## config.mk

```make
export PLATFORM = sky130hd
export DESIGN_NAME = mem_access_unit
export DESIGN_NICKNAME = d
export VERILOG_FILES = /design/src/rtl/mem_access_unit_pkg.sv /design/src/rtl/mem_access_unit_timer.sv /design/src/rtl/mem_access_unit.sv
export SDC_FILE = /design/constraint.sdc
export NUM_CORES = 1
export LEC_CHECK = 0
export BUFFER_PORTS_ARGS = -buffer_cell sky130_fd_sc_hd__buf_2
export CORE_UTILIZATION = 44
export DETAILED_ROUTE_END_ITERATION = 8
export GPL_TIMING_DRIVEN = 0
export PLACE_DENSITY = 0.86
export SLEW_MARGIN = 20
export SYNTH_ARGS = -nofsm -noshare
export SYNTH_HDL_FRONTEND = slang
export SYNTH_SLANG_ARGS = --single-unit
```

## constraint.sdc

```tcl
create_clock -name clk -period 1.5 [get_ports clk]
set_input_delay 0.225 -clock clk [delete_from_list [all_inputs] [get_ports clk]]
set_output_delay 0.225 -clock clk [all_outputs]
set_load 0.02 [all_outputs]
```

## src/rtl/mem_access_unit_pkg.sv

```systemverilog
// Shared definitions for the SAYEH memory access unit and its neighbours.
package mem_access_unit_pkg;

   // Address/data widths shared with the addressing unit.
   localparam int DEF_AW      = 16;
   localparam int DEF_DW      = 16;
   // Default number of wait cycles before a stalled access is abandoned.
   localparam int DEF_TIMEOUT = 15;

   typedef enum logic [1:0] {
      IDLE  = 2'd0,
      READ  = 2'd1,
      WRITE = 2'd2
   } mau_state_t;

endpackage

```

## src/rtl/mem_access_unit_timer.sv

```systemverilog
// Wait-state counter: counts edges spent waiting for mem_ready and flags the last one.
import mem_access_unit_pkg::*;

module mem_wait_timer #(
   parameter int TIMEOUT = DEF_TIMEOUT
) (
   input  logic clk,
   input  logic rst_n,
   input  logic clear,
   input  logic inc,
   output logic expired
);

   // One extra count of headroom so the increment on the expiring edge cannot wrap.
   localparam int TW = $clog2(TIMEOUT + 1);

   logic [TW-1:0] count;

   // Counter register; clear has priority over increment.
   // NOTE: sequential state uses non-blocking assignments so every register samples pre-edge values.
   always_ff @(posedge clk or negedge rst_n) begin
      if (!rst_n) begin
         count <= '0;
      end else if (clear) begin
         count <= '0;
      end else if (inc) begin
         count <= count + 1'b1;
      end
   end

   // Last permitted wait edge.
   assign expired = (count == TW'(TIMEOUT - 1));

endmodule

```

## src/rtl/mem_access_unit.sv

```systemverilog
// Converts single-cycle read/write requests into a handshaked memory cycle with timeout.
import mem_access_unit_pkg::*;

module mem_access_unit #(
   parameter int AW      = DEF_AW,
   parameter int DW      = DEF_DW,
   parameter int TIMEOUT = DEF_TIMEOUT
) (
   input  logic          clk,
   input  logic          rst_n,
   input  logic [AW-1:0] Address,
   input  logic          rd_req,
   input  logic          wr_req,
   input  logic          ir_load,
   input  logic [DW-1:0] wdata,
   output logic [DW-1:0] rdata,
   output logic [DW-1:0] ir,
   output logic          busy,
   output logic          done,
   output logic          err,
   output logic [AW-1:0] mem_addr,
   output logic          mem_rd,
   output logic          mem_wr,
   output logic [DW-1:0] mem_wdata,
   input  logic [DW-1:0] mem_rdata,
   input  logic          mem_ready
);

   mau_state_t    state, state_nxt;
   logic          ir_flag, ir_flag_nxt;
   logic [DW-1:0] rdata_nxt, ir_nxt, mem_wdata_nxt;
   logic [AW-1:0] mem_addr_nxt;
   logic          busy_nxt, done_nxt, err_nxt, mem_rd_nxt, mem_wr_nxt;
   logic          tmr_clear, tmr_inc, tmr_expired;

   // Timer is held at zero while idle, so it starts from zero on every access.
   assign tmr_clear = (state == IDLE);
   assign tmr_inc   = (state != IDLE) && !mem_ready;

   mem_wait_timer #(
      .TIMEOUT (TIMEOUT)
   ) u_timer (
      .clk     (clk),
      .rst_n   (rst_n),
      .clear   (tmr_clear),
      .inc     (tmr_inc),
      .expired (tmr_expired)
   );

   // Next-state and next-output logic; every output is registered below.
   // NOTE: every signal gets a default first so no path can infer a latch.
   always_comb begin
      state_nxt     = state;
      ir_flag_nxt   = ir_flag;
      rdata_nxt     = rdata;
      ir_nxt        = ir;
      mem_addr_nxt  = mem_addr;
      mem_wdata_nxt = mem_wdata;
      mem_rd_nxt    = mem_rd;
      mem_wr_nxt    = mem_wr;
      busy_nxt      = busy;
      done_nxt      = 1'b0;
      err_nxt       = 1'b0;

      case (state)
         IDLE: begin
            // Read wins over a simultaneous write; the write is silently dropped.
            if (rd_req) begin
               mem_addr_nxt = Address;
               ir_flag_nxt  = ir_load;
               mem_rd_nxt   = 1'b1;
               busy_nxt     = 1'b1;
               state_nxt    = READ;
            end else if (wr_req) begin
               mem_addr_nxt  = Address;
               mem_wdata_nxt = wdata;
               mem_wr_nxt    = 1'b1;
               busy_nxt      = 1'b1;
               state_nxt     = WRITE;
            end
         end

         READ, WRITE: begin
            // Completion takes priority over a timeout on the same edge.
            if (mem_ready) begin
               done_nxt = 1'b1;
               if (state == READ) begin
                  rdata_nxt = mem_rdata;
                  if (ir_flag) begin
                     ir_nxt = mem_rdata;
                  end
               end
            end else if (tmr_expired) begin
               err_nxt = 1'b1;
            end
            if (mem_ready || tmr_expired) begin
               mem_rd_nxt = 1'b0;
               mem_wr_nxt = 1'b0;
               busy_nxt   = 1'b0;
               state_nxt  = IDLE;
            end
         end

         default: begin
            mem_rd_nxt = 1'b0;
            mem_wr_nxt = 1'b0;
            busy_nxt   = 1'b0;
            state_nxt  = IDLE;
         end
      endcase
   end

   // State and output registers.
   always_ff @(posedge clk or negedge rst_n) begin
      if (!rst_n) begin
         state     <= IDLE;
         ir_flag   <= 1'b0;
         rdata     <= '0;
         ir        <= '0;
         mem_addr  <= '0;
         mem_wdata <= '0;
         mem_rd    <= 1'b0;
         mem_wr    <= 1'b0;
         busy      <= 1'b0;
         done      <= 1'b0;
         err       <= 1'b0;
      end else begin
         state     <= state_nxt;
         ir_flag   <= ir_flag_nxt;
         rdata     <= rdata_nxt;
         ir        <= ir_nxt;
         mem_addr  <= mem_addr_nxt;
         mem_wdata <= mem_wdata_nxt;
         mem_rd    <= mem_rd_nxt;
         mem_wr    <= mem_wr_nxt;
         busy      <= busy_nxt;
         done      <= done_nxt;
         err       <= err_nxt;
      end
   end

endmodule

```

==> run_results.csv <==
group,metric,value,unit
clock_network,cts_tree,"done",
power_and_ir_drop,p_clk_share,18.0,%
die,core,6870,um2
detailed_routing,wirelength,6320,um
yosys,ys_ff_latch,76,
power_and_ir_drop,p_per_area,2360,nW/um2
timing,tightest_slew,507,ps
die,dieArea,7510,um2
timing,slew_headroom,66.2,%
clock_network,cts_made_buffers,9,
worst_setup_path,cp_max_fo,10,
worst_setup_path,path_depth,6,
grt,grt_max_degree,40,
clock_network,clk_latency,340,ps
finish,area_growth,36.6,%
yosys,syn_nets,254,
power_and_ir_drop,switching_share,36.4,%
detailed_routing,vias_per_cell,4.72,
grt,grt.total_usage,17.0,%
die,ioPinCount,123,
worst_setup_path,required,1720,ps
timing,finalHoldViolCount,0,
detailed_routing,vias,2106,
power_and_ir_drop,p_int,6.45,mW
grt,grt_pass1_vias,2143,
timing,fin_setup_tns,0,ps
power_and_ir_drop,total_leakage_power,2.23,nW
timing,setup_viol,0,
detailed_routing,post_drt_wl_per_cell,14.2,um
grt,antenna_found_initial,0,
finish,antenna_cells,0,
worst_setup_path,rr_worst_depth,6,
yosys,netlist_area,3150,um2
timing,fmax,0.675,GHz
yosys,async_reset_ff_share,100,%
die,row_count,30,
clock_network,cts.sinks,76,
finish,final_cell_mix,"buf_2 (120), dfrtp_1 (76), mux2_2 (35), mux2_4 (30), buf_4 (17)",
yosys,avgSynthCellArea,16.2,um2
yosys,ys.warnings.count,0,
finish,fin_area,4310,um2
placed_design,dp_hpwl,4540,um
power_and_ir_drop,ir_worst_vdd,0.973,mV
grt,grt-ovfl-total,0,
yosys,synth-main-ff-cell,"dfrtp_1",
clock_network,cts_root_buffer,"clkbuf_8",
timing,drv_slew,0,
power_and_ir_drop,comb_power_share,46.7,%
detailed_routing,drt_iter0_drc,37,
finish,nets,404,
timing,rsz0062_at_grt,"true",
placed_design,place_area,3900,um2
timing,period_share,98.7,%
detailed_routing,drc,0,
power_and_ir_drop,p_sw,3.69,mW
timing,skew,6.12,ps
clock_network,htreeDepth,3,
worst_setup_path,path_cells,"inv_2 > ha_2 > nor2b_4 > nand2_4 > buf_12 > mux2_4",
power_and_ir_drop,seq_power_share,35.3,%
timing,min_period,1480,ps
yosys,ys_types,30,
finish,mostFrequentLayoutCell,"buf_2",
die,die-width,86.7,um
yosys,ys_seq_area_share,60.3,%
placed_design,io_buffer_count,121,
clock_network,cts.clk_slew.worst_paths,80,ps
yosys,synth_enable_flop_cells,0,
worst_hold_path,hp-class,"in2reg",
status,status,"finished clean",
yosys,synth_cells,195,
flow_run,maxCapViolations,0,
worst_setup_path,critPathCaptureType,"flop",
detailed_routing,ant_nets,0,
die,start_util,45.9,%
worst_setup_path,startpoint_type,"flop",
worst_setup_path,critPathBufInv,2,
worst_setup_path,worst-setup-path-type,"reg2reg",
worst_setup_path,cp_slowest_cell,"dfrtp_1",
detailed_routing,drtPass1Iterations,4,
power_and_ir_drop,fin_total_pwr,10.1,mW
worst_hold_path,hold_depth,2,
grt,grt_first_pass_wirelength,9700,um
placed_design,place.gp.congestion,0.795,
worst_setup_path,critPathMaxStageDelay,400,ps
finish,drive_gt1_share,67.1,%
die,die_h,86.7,um
clock_network,clk_path_buf_depth,2,
worst_setup_path,cp.arrival,1700,ps
worst_setup_path,critical-path-top-delay-family,"flip-flops",
==> Yosys cell counts, drive strengths merged (2+ instances only) <==
master / instances / area share (%)
nor2: 6 / 0.71
nand2: 3 / 0.83
nand3: 3 / 0.63
a21oi: 4 / 0.63
buf: 6 / 2.3
inv: 5 / 0.60
o21ai: 3 / 0.83
mux2: 65 / 27
nor3: 4 / 0.63
xor2: 2 / 0.56
dfrtp: 76 / 60
nor2b: 3 / 0.83
ha: 5 / 2.0
==> area by class of cell <==
cell class,count,area (um2)
tap,96,120
fill,548,2560
multi-input combinational,108,1180
sequential,76,1900
buffer,6,85.1
clock buffer,10,128
clock inverter,6,113
timing repair buffer,139,762
inverter,5,18.8
==> power groups by stage <==
stage	logic (mW)	clock network (mW)	registers (mW)
after floorplan	1.89	0	4.74
after global placement	4.35	0	3.54
after detailed placement	4.47	0	3.61
after CTS	4.54	1.87	3.59
after global routing	5.06	1.96	3.70
final	4.73	1.83	3.58
==> metal layers <==
metal / vias to the layer above / wire [um] / track usage, % / share of wire, %
li1: 981 / - / - / -
met1: 1044 / 2670 / 19.8 / 42
met2: 72 / 3200 / 29.1 / 51
met3: 9 / 343 / 4.76 / 5.4
met4: 0 / 102 / 7.88 / 1.6
met5: - / 0 / 0 / 0
==> per-stage QoR <==
step	std cells	setup WS, ps	utilization [%]	hold slack, ps
after floorplan	195	70.5	-	-70.6
final	446	19.0	62.7	111
after global routing	446	-47.6	62.7	92.6
after CTS	433	12.9	61.0	97.3
after detailed placement	413	-90.9	56.8	229
after global placement	412	-230	56.5	456
==> final timing paths <==
| path | startpoint | slack (ps) | endpoint |
|---|---|---|---|
| setup / recovery | state[0] | 20 | mem_wdata[14] |
| hold / removal | wdata[5] | 110 | mem_wdata[5] |
| setup reg to reg | state[0] | 20 | mem_wdata[14] |
| hold reg to reg | mem_wdata[1] | 500 | mem_wdata[1] |
| max in group asynchronous | rst_n | 520 | mem_addr[10] |
| min in group asynchronous | rst_n | 400 | ir[10] |
==> cell families after synthesis <==
group / share of synthesized area (%)
AO/OA/AOI/OAI: 2.42
adder cells (fa/ha/maj): 1.98
flip-flops: 60.3
AND/OR/NAND/NOR: 4.76
XOR/XNOR: 0.833
buffers and inverters: 2.90
multiplexers: 26.8
==> flip-flops by register name (all words and copies together) (netlist names), 2 cells and up <==
signal / count
state: 2
ir: 16
mem_addr: 16
u_timer.count: 4
rdata: 16
mem_wdata: 16
==> repair_timing <==
action | 4_1_cts | 5_1_grt
hold buffers | 1 | 0
pin swaps | 1 | 0
setup endpoints to repair | 30 | 37
hold endpoints to repair | 38 | 0
resized for setup | 6 | 7
cloned | 0 | 1
buffers inserted | 3 | 12
Power figures use the tool's default switching activity.
